[config.mk]
export PLATFORM = sky130hd
export DESIGN_NAME = if_stage
export DESIGN_NICKNAME = d
export VERILOG_FILES = /design/src/rtl/if_stage_pkg.sv /design/src/rtl/if_id_reg.sv /design/src/rtl/if_stage.sv
export SDC_FILE = /design/constraint.sdc
export NUM_CORES = 1
export LEC_CHECK = 0
export ABC_AREA = 1
export CORE_MARGIN = 10
export CORE_UTILIZATION = 53
export CTS_CLUSTER_DIAMETER = 120
export DETAILED_ROUTE_END_ITERATION = 7
export PLACE_DENSITY = 0.89
export SLEW_MARGIN = 5
export SYNTH_ARGS = -nofsm -noshare
export SYNTH_HDL_FRONTEND = slang
export SYNTH_SLANG_ARGS = --single-unit
export TNS_END_PERCENT = 100
[constraint.sdc]
create_clock -name i_clk -period 1.95 [get_ports i_clk]
set_input_delay 0.4875 -clock i_clk [delete_from_list [all_inputs] [get_ports i_clk]]
set_output_delay 0.4875 -clock i_clk [all_outputs]
set_load 0.02 [all_outputs]
[src/rtl/if_stage_pkg.sv]
// Shared pipeline definitions for the fetch stage: FSM state codes, NOP encoding,
// PC step and opcode field bounds consumed by the ID-stage decoder.
package if_stage_pkg;

    localparam logic [1:0] S_REQ  = 2'd0;
    localparam logic [1:0] S_WAIT = 2'd1;
    localparam logic [1:0] S_HOLD = 2'd2;
    localparam logic [1:0] S_DROP = 2'd3;

    localparam logic [31:0] NOP_INSTR = 32'h0000_0000;
    localparam logic [31:0] PC_STEP   = 32'd4;
    localparam int          OPC_HI    = 31;
    localparam int          OPC_LO    = 26;

    // 32-bit sequential increment; wraps past 32'hFFFF_FFFC silently
    function automatic logic [31:0] pc_inc(input logic [31:0] pc);
        return pc + PC_STEP;
    endfunction

endpackage

[src/rtl/if_id_reg.sv]
// IF/ID pipeline register: flush beats hold, hold beats load, otherwise a NOP bubble.
// Latency 1 cycle; no backpressure of its own, hold comes from the hazard unit.
module if_id_reg
    import if_stage_pkg::*;
#(
    parameter int INSTR_W = 32
) (
    input  logic               i_clk,
    input  logic               i_rst_n,
    input  logic               i_flush,
    input  logic               i_hold,
    input  logic               i_load,
    input  logic [INSTR_W-1:0] i_instr,
    input  logic [31:0]        i_pc,
    output logic               o_valid,
    output logic [INSTR_W-1:0] o_instr,
    output logic [31:0]        o_pc
);

    always_ff @(posedge i_clk or negedge i_rst_n) begin
        if (!i_rst_n) begin
            o_valid <= 1'b0;
            o_instr <= INSTR_W'(NOP_INSTR);
            o_pc    <= 32'h0;
        end else if (i_flush) begin
            o_valid <= 1'b0;
            o_instr <= INSTR_W'(NOP_INSTR);
            o_pc    <= 32'h0;
        end else if (i_hold) begin
            o_valid <= o_valid;
            o_instr <= o_instr;
            o_pc    <= o_pc;
        end else if (i_load) begin
            o_valid <= 1'b1;
            o_instr <= i_instr;
            o_pc    <= i_pc;
        end else begin
            o_valid <= 1'b0;
            o_instr <= INSTR_W'(NOP_INSTR);
            o_pc    <= 32'h0;
        end
    end

endmodule

[src/rtl/if_stage.sv]
// Instruction fetch: PC, one-outstanding imem fetch FSM, hold buffer, IF/ID register.
// Request is combinational from state; IF/ID updates one cycle after the response.
module if_stage
    import if_stage_pkg::*;
#(
    parameter logic [31:0] RESET_PC = 32'h0000_0000,
    parameter int          INSTR_W  = 32
) (
    input  logic               i_clk,
    input  logic               i_rst_n,
    input  logic               i_freeze,
    input  logic               i_br_taken,
    input  logic [31:0]        i_br_addr,
    output logic               o_imem_req,
    output logic [31:0]        o_imem_addr,
    input  logic               i_imem_rvalid,
    input  logic [INSTR_W-1:0] i_imem_rdata,
    output logic               o_if_id_valid,
    output logic [INSTR_W-1:0] o_if_id_instr,
    output logic [31:0]        o_if_id_pc
);

    logic [1:0]         r_state;
    logic [31:0]        r_pc;
    logic [31:0]        r_inflight_pc;
    logic [INSTR_W-1:0] r_hold_instr;
    logic [31:0]        r_hold_pc;

    logic               w_load_wait;
    logic               w_load_hold;
    logic [INSTR_W-1:0] w_instr;
    logic [31:0]        w_pc;

    // A redirect in S_REQ suppresses the fetch so the new target is fetched next cycle
    assign o_imem_req  = (r_state == S_REQ) && !i_br_taken;
    assign o_imem_addr = r_pc;

    assign w_load_wait = (r_state == S_WAIT) && i_imem_rvalid && !i_br_taken && !i_freeze;
    assign w_load_hold = (r_state == S_HOLD) && !i_br_taken && !i_freeze;
    assign w_instr     = w_load_hold ? r_hold_instr : i_imem_rdata;
    assign w_pc        = w_load_hold ? r_hold_pc : pc_inc(r_inflight_pc);

    always_ff @(posedge i_clk or negedge i_rst_n) begin
        if (!i_rst_n) begin
            r_state       <= S_REQ;
            r_pc          <= RESET_PC;
            r_inflight_pc <= 32'h0;
            r_hold_instr  <= '0;
            r_hold_pc     <= 32'h0;
        end else begin
            case (r_state)
                S_REQ: begin
                    if (i_br_taken) begin
                        r_pc <= i_br_addr;
                    end else begin
                        r_inflight_pc <= r_pc;
                        r_pc          <= pc_inc(r_pc);
                        r_state       <= S_WAIT;
                    end
                end
                S_WAIT: begin
                    if (i_imem_rvalid) begin
                        if (i_br_taken) begin
                            r_pc    <= i_br_addr;
                            r_state <= S_REQ;
                        end else if (!i_freeze) begin
                            r_state <= S_REQ;
                        end else begin
                            r_hold_instr <= i_imem_rdata;
                            r_hold_pc    <= pc_inc(r_inflight_pc);
                            r_state      <= S_HOLD;
                        end
                    end else if (i_br_taken) begin
                        // Response still owed by memory; it must be swallowed later
                        r_pc    <= i_br_addr;
                        r_state <= S_DROP;
                    end
                end
                S_HOLD: begin
                    if (i_br_taken) begin
                        r_pc    <= i_br_addr;
                        r_state <= S_REQ;
                    end else if (!i_freeze) begin
                        r_state <= S_REQ;
                    end
                end
                S_DROP: begin
                    if (i_br_taken) begin
                        r_pc <= i_br_addr;
                    end
                    if (i_imem_rvalid) begin
                        r_state <= S_REQ;
                    end
                end
                default: r_state <= S_REQ;
            endcase
        end
    end

    if_id_reg #(
        .INSTR_W (INSTR_W)
    ) u_if_id_reg (
        .i_clk   (i_clk),
        .i_rst_n (i_rst_n),
        .i_flush (i_br_taken),
        .i_hold  (i_freeze),
        .i_load  (w_load_wait || w_load_hold),
        .i_instr (w_instr),
        .i_pc    (w_pc),
        .o_valid (o_if_id_valid),
        .o_instr (o_if_id_instr),
        .o_pc    (o_if_id_pc)
    );

endmodule

==> impl_metrics.json <==
{
  "status": "complete, no violations",
  "finalSetupViolCount": 0,
  "numCtsBuffers": 17,
  "synth_cell_type_count": 37,
  "post-synth-top-area-fraction_pct": 52.0,
  "cp_max_fo": 2,
  "dp_cells": 1561,
  "rsz0062_at_grt": "false",
  "async_reset_ff_share_pct": 100,
  "syn_nets": 1240,
  "worstMarginPinSlew_ns": 0.657,
  "layout.nets": 1427,
  "cp_data_arrival_time_ns": 1.44,
  "final_area_um2": 12200,
  "syn2layout_area_growth_pct": 29.6,
  "p_leak_nw": 5.94,
  "crit_chain": "clkdlybuf4s50_1",
  "synthMuxAreaShare_pct": 0,
  "die_height_um": 153,
  "holdWs_ns": 0.483,
  "path_depth": 1,
  "cts_root_buf": "clkbuf_16",
  "timing.slew.headroom_pct": 56.2,
  "drtIter0Drc": 714,
  "cts_tree": "yes",
  "cp-end-kind": "primary output",
  "synth-compound-area-share_pct": 10.7,
  "critPathBufInv": 1,
  "std_cell_rows": 48,
  "slowest_delay_ns": 0.63,
  "maxCapViolations": 0,
  "postCtsSetupRepairBufs": 0,
  "clock_skew_ns": 0.00741,
  "dpl_cell_area_um2": 11600,
  "start_kind": "flop",
  "syn_area_um2": 9390,
  "syn_inst": 1169,
  "max_freq_mhz": 518,
  "grt_usage_pct": 22.2,
  "endpoint": "o_if_id_instr[29]",
  "synth_fa_ha_area_share_pct": 0.266,
  "ant_nets": 0,
  "htree_levels": 4,
  "gp_congestion": 0.950,
  "vias_per_cell": 5.41,
  "drc_errors": 0,
  "die-area_um2": 23400,
  "core_um2": 17400,
  "utilization_pct": 70.1,
  "wl_um": 26300,
  "crit_slowest_cell": "clkdlybuf4s50_1",
  "min_period_ns": 1.93,
  "yosys.cell_count.top_type": "nand2_1",
  "synth_top_family_by_area": "simple AND/OR/NAND/NOR gates",
  "power.total_mw": 14.5,
  "grt_max_degree": 70,
  "die_w_um": 153,
  "avgSynthCellArea_um2": 8.03,
  "start_util_pct": 54.1,
  "ys_top_cells_by_area": "dfrtp_1 (52%), nand2_1 (16%), inv_1 (4.4%), nand3_1 (4.3%), nor2_1 (4.1%)",
  "clk_pin_slew_ns": 0.07,
  "grt-ovfl-total": 0,
  "clk_path_buf_depth": 2,
  "hold_viol": 0,
  "antenna_found_initial": 0,
  "ys_seq_area_share_pct": 52.0,
  "synth_xor_area_share_pct": 1.49,
  "r2r_end": "r_hold_pc[20]",
  "synth_flop_cell": "dfrtp_1",
  "cp_top_family": "buffers and inverters",
  "via_count": 8614,
  "synthTopCellsByCount": "nand2_1 (400), dfrtp_1 (195), inv_1 (109)",
  "grt_pass1_vias": 8596,
  "wl_per_cell_um": 16.5,
  "first_pass_iters": 8,
  "crit_path_start": "u_if_id_reg.o_instr[29]",
  "reg2reg_from": "r_inflight_pc[2]",
  "diodes": 0,
  "synth_edf_count": 0,
  "slew_viol_final": 0,
  "power_density_nw_per_um2": 1190,
  "final_layout_size_suffix_gt1_share_pct": 8.41,
  "holdCritPathClass": "reg2reg",
  "worstPathRequired_ns": 1.46,
  "clock_sink_count": 195,
  "synthSimpleGateAreaFrac_pct": 28.3,
  "ys_warn_count": 0,
  "worstSetupPathType": "reg2out",
  "finalCritPeriodShare_pct": 99.0,
  "place_hpwl_um": 19100,
  "numPortBuffers": 166,
  "synth_seq_cells": 195,
  "final_cells": 1593,
  "r2r_slack_ns": 0.13,
  "rr_worst_depth": 8,
  "irDropWorstVdd_uv": 836,
  "pin_count": 167,
  "grt_pass1_wl_um": 43500,
  "worstSkewPairLatency_ns": 0.43,
  "yosysTopAreaCell": "dfrtp_1"
}
==> per-layer routing <==
layer,GRT usage (%),share of wire (%),wire length (um)
met5,0,0,0
met3,6.99,10,2650
met4,6.49,1.3,354
met1,29.1,43,11200
met2,34.4,46,12100
==> state kept, by name (all words and copies together) (netlist names) <==
name / count
r_hold_pc: 32
r_hold_instr: 32
o_imem_addr: 32
u_if_id_reg.o_instr: 32
r_inflight_pc: 32
r_state: 2
u_if_id_reg.o_valid: 1
u_if_id_reg.o_pc: 32
==> what timing repair did <==
item	CTS	global route
resized for setup	35	21
endpoints found under the setup margin	33	21
hold buffers	1	0
cloned	0	0
hold endpoints to repair	16	0
pin swaps	0	1
==> worst min-delay path by stage <==
stage | cells after the start | to | start
after floorplan | 0 | o_imem_addr[0] | i_rst_n
after global placement | 1 | r_hold_instr[22] | i_rst_n
after detailed placement | 1 | u_if_id_reg.o_instr[22] | i_rst_n
after CTS | 2 | r_hold_pc[29] | r_hold_pc[29]
after global routing | 2 | r_hold_pc[25] | r_hold_pc[25]
final | 2 | r_hold_pc[21] | r_hold_pc[21]
==> report_power, final <==
| group | total [mW] | internal, mW | switching [mW] | leakage (nW) |
|---|---|---|---|---|
| clock | 3.28 | 1.66 | 1.61 | 0.258 |
| sequential | 6.36 | 5.39 | 0.972 | 2.46 |
| combinational | 4.89 | 1.85 | 3.03 | 3.22 |
==> area by class of cell <==
class | count | area [um2]
fill | 1318 | 5190
clock buffer | 17 | 425
multi-input combinational | 812 | 3840
inverter | 115 | 434
sequential | 195 | 4880
tap | 225 | 282
clock inverter | 14 | 121
timing repair buffer | 215 | 2190
==> cell usage in the layout, fill, tap and decap left out, types with 3 or more instances in the layout <==
cell type        instances
nand4_1                 12
nand2_1                400
nand2_2                  6
o211ai_1                51
o21bai_1                 3
a22o_1                  10
xnor2_1                  3
nor2_2                   5
dlymetal6s2s_1          18
inv_8                    3
clkinvlp_4               4
clkinv_4                 3
inv_2                    6
xor2_1                  11
nand3_1                 81
inv_1                  108
inv_6                    3
buf_4                   36
dfrtp_1                195
clkbuf_16               17
a21oi_1                 15
buf_12                  12
nor2_1                 102
clkdlybuf4s50_1        114
nand3b_1                 7
nor3_1                   6
nor2_4                   9
o21ai_0                 72
dlygate4sd2_1           32
==> metrics by stage <==
stage                     setup TNS, ns  setup WS, ns
after floorplan                       0         0.335
after global placement           -26.33        -0.298
after detailed placement         -30.77        -0.304
after CTS                             0       0.00115
after global routing                  0      0.000632
final                                 0        0.0193
==> kinds of logic (layout without fill, tap and decap cells) <==
| logic type | Yosys count | after routing |
|---|---|---|
| buf+inv | 162 | 361 |
| flops | 195 | 195 |
| simple gates | 633 | 633 |
| fa+ha+maj | 2 | 2 |
| compound gates | 161 | 161 |
| xor+xnor | 16 | 16 |
Power figures use the tool's default switching activity.
==> RTL edit (config.mk and constraints unchanged) <==
`INSTR_W` is set to 32 in 2 places; all go to 28.
--- a/src/rtl/if_id_reg.sv
+++ b/src/rtl/if_id_reg.sv
@@ -3,7 +3,7 @@
 module if_id_reg
     import if_stage_pkg::*;
 #(
-    parameter int INSTR_W = 32
+    parameter int INSTR_W = 28
 ) (
     input  logic               i_clk,
     input  logic               i_rst_n,
--- a/src/rtl/if_stage.sv
+++ b/src/rtl/if_stage.sv
@@ -4,7 +4,7 @@
     import if_stage_pkg::*;
 #(
     parameter logic [31:0] RESET_PC = 32'h0000_0000,
-    parameter int          INSTR_W  = 32
+    parameter int          INSTR_W  = 28
 ) (
     input  logic               i_clk,
     input  logic               i_rst_n,
Interface: changed (resized i_imem_rdata and o_if_id_instr); port bits go from 167 to 159. No check against the original RTL was run, so the function may have changed too.
==> RTL edit against the unedited design <==
Wire length fell by 1.7%. Largest power group unchanged. Sequential power fell by 3.5%. Sequential cell count fell by 8. Clock power rose by 6.7%. Setup slack improved by 0.0096 ns. Synthesized area fell by 3.7%. Via count fell by 1.5%. Clock skew rose by 0.0065 ns. Power fell by 0.93%. Utilization rose by 0.39 points. Cell area fell by 3.6%. Count of clock-buffer cells in the layout did not move.
==> RTL edit: results (changes against the unedited design) <==
\begin{tabular}{lr}
\hline
Metric & Value \\
\hline
\multicolumn{2}{l}{\textbf{Placed design}} \\
\quad Final RePlAce weighted congestion & 0.884 (-6.9\%) \\
\quad Worst slack, placed & -0.314 ns (-0.00926 ns) \\
\quad IO Port Bufs & 158 (-4.8\%) \\
\quad Post-DP HPWL & 18,900 um (-0.83\%) \\
\multicolumn{2}{l}{\textbf{Global routing}} \\
\quad Maximum number of pins on one net before global-route repair & 69 (-1.4\%) \\
\quad Global-route wire length before repair & 41,800 um (-3.9\%) \\
\quad Via count of the first global-routing pass & 8,345 (-2.9\%) \\
\quad Global-route usage over all layers & 0.228 (+0.00694) \\
\quad Met3 usage in global routing & 0.0555 (-0.0143) \\
\quad Grt met1 use & 0.296 (+0.00433) \\
\quad GR Layer Usage met2 & 0.370 (+0.0268) \\
\multicolumn{2}{l}{\textbf{Detailed routing}} \\
\quad Total routed wirelength & 25,900 um (-1.7\%) \\
\quad Detailed-router iteration count before antenna repair & 7 (-1) \\
\quad Violation count after the first detailed-route iteration & 786 (+10\%) \\
\quad Detailed route wirelength on metal2 & 12,200 um (+1.0\%) \\
\quad Mean number of vias per cell & 5.48 (+1.3\%) \\
\quad Met3 Wirelength & 2040 um (-23\%) \\
\multicolumn{2}{l}{\textbf{Run status}} \\
\quad Result of the run & finished clean \\
\multicolumn{2}{l}{\textbf{Timing}} \\
\quad Slew at the pin with the worst max-slew slack & 0.667 ns (+0.00966 ns) \\
\quad Min Hold Slack & 0.483 ns (-0.000584 ns) \\
\quad Part of the cycle the worst path needs & 0.985 (-0.00491) \\
\multicolumn{2}{l}{\textbf{Cells and area}} \\
\quad Fraction of layout instances using a drive strength above 1 & 0.0820 (-0.00205) \\
\quad Final layout net count & 1,383 (-3.1\%) \\
\quad Fillcell total & 1,252 (-5.0\%) \\
\multicolumn{2}{l}{\textbf{Synthesis}} \\
\quad Leading post-synthesis cells by cell area & dfrtp\_1, nand2\_1, nand3\_1 \\
\quad List of most frequent post-synthesis cells & nand2\_1, dfrtp\_1, inv\_1 \\
\quad Number of library cell types mapped by synthesis & 36 (-2.7\%) \\
\quad Share of synthesized area occupied by flip-flops and latches & 0.517 (-0.00222) \\
\multicolumn{2}{l}{\textbf{Power and ir drop}} \\
\quad Total combinational power & 0.00474 W (-3\%) \\
\quad Leak & 5.80 nW (-2.3\%) \\
\quad Maximum vdd drop & 0.941 mV (+13\%) \\
\quad Portion of total power attributed to sequential cells & 0.427 (-0.011) \\
\quad Fraction of power spent switching nets & 0.391 (+0.00418) \\
\quad Switching power total & 0.00563 W (+0.14\%) \\
\hline
\end{tabular}
RTL edit: area by class of cell:
class	instances	area, um2	area share
Inverter	112	423	0.0360
Sequential cell	187	4680	0.399
Clock inverter	15	173	0.0147
Timing Repair Buffer	205	2050	0.175
Multi-Input combinational cell	793	3710	0.316
Tap cell	220	275	0.0235
Clock buffer	17	425	0.0363
RTL edit: timing repair:
item,CTS,global route
buffers inserted,0,0
setup endpoints to repair,31,22
hold endpoints to repair,38,0
gates resized for setup,35,22
pin swaps,0,1
hold buffers,1,0
RTL edit: through the flow:
step / instance area [um2] / TNS [ns]
finish: 11700 / 0
CTS: 11700 / 0
global route: 11700 / -0.0000422
floorplan: 9040 / 0
global placement: 11100 / -17.78
detailed placement: 11100 / -23.79
RTL edit: kinds of logic after synthesis:
| family | Yosys count | share of synthesized area |
|---|---|---|
| simple gates | 620 | 0.286 |
| flops | 187 | 0.517 |
| buf+inv | 157 | 0.0735 |
| compound gates | 155 | 0.105 |
| xor+xnor | 16 | 0.0155 |
| fa+ha+maj | 2 | 0.00277 |
RTL edit: path summary, 6_finish.rpt:
| path | startpoint | to | depth (start not counted) |
|---|---|---|---|
| worst max-delay path | u_if_id_reg.o_pc[11] | o_if_id_pc[11] | 1 |
| worst min-delay path | r_hold_pc[23] | r_hold_pc[23] | 2 |
| worst max register to register | o_imem_addr[3] | o_imem_addr[20] | 8 |
| worst min register to register | r_hold_pc[23] | r_hold_pc[23] | 2 |
| max in group asynchronous | i_rst_n | u_if_id_reg.o_pc[28] | 3 |
| min in group asynchronous | i_rst_n | r_hold_instr[17] | 2 |
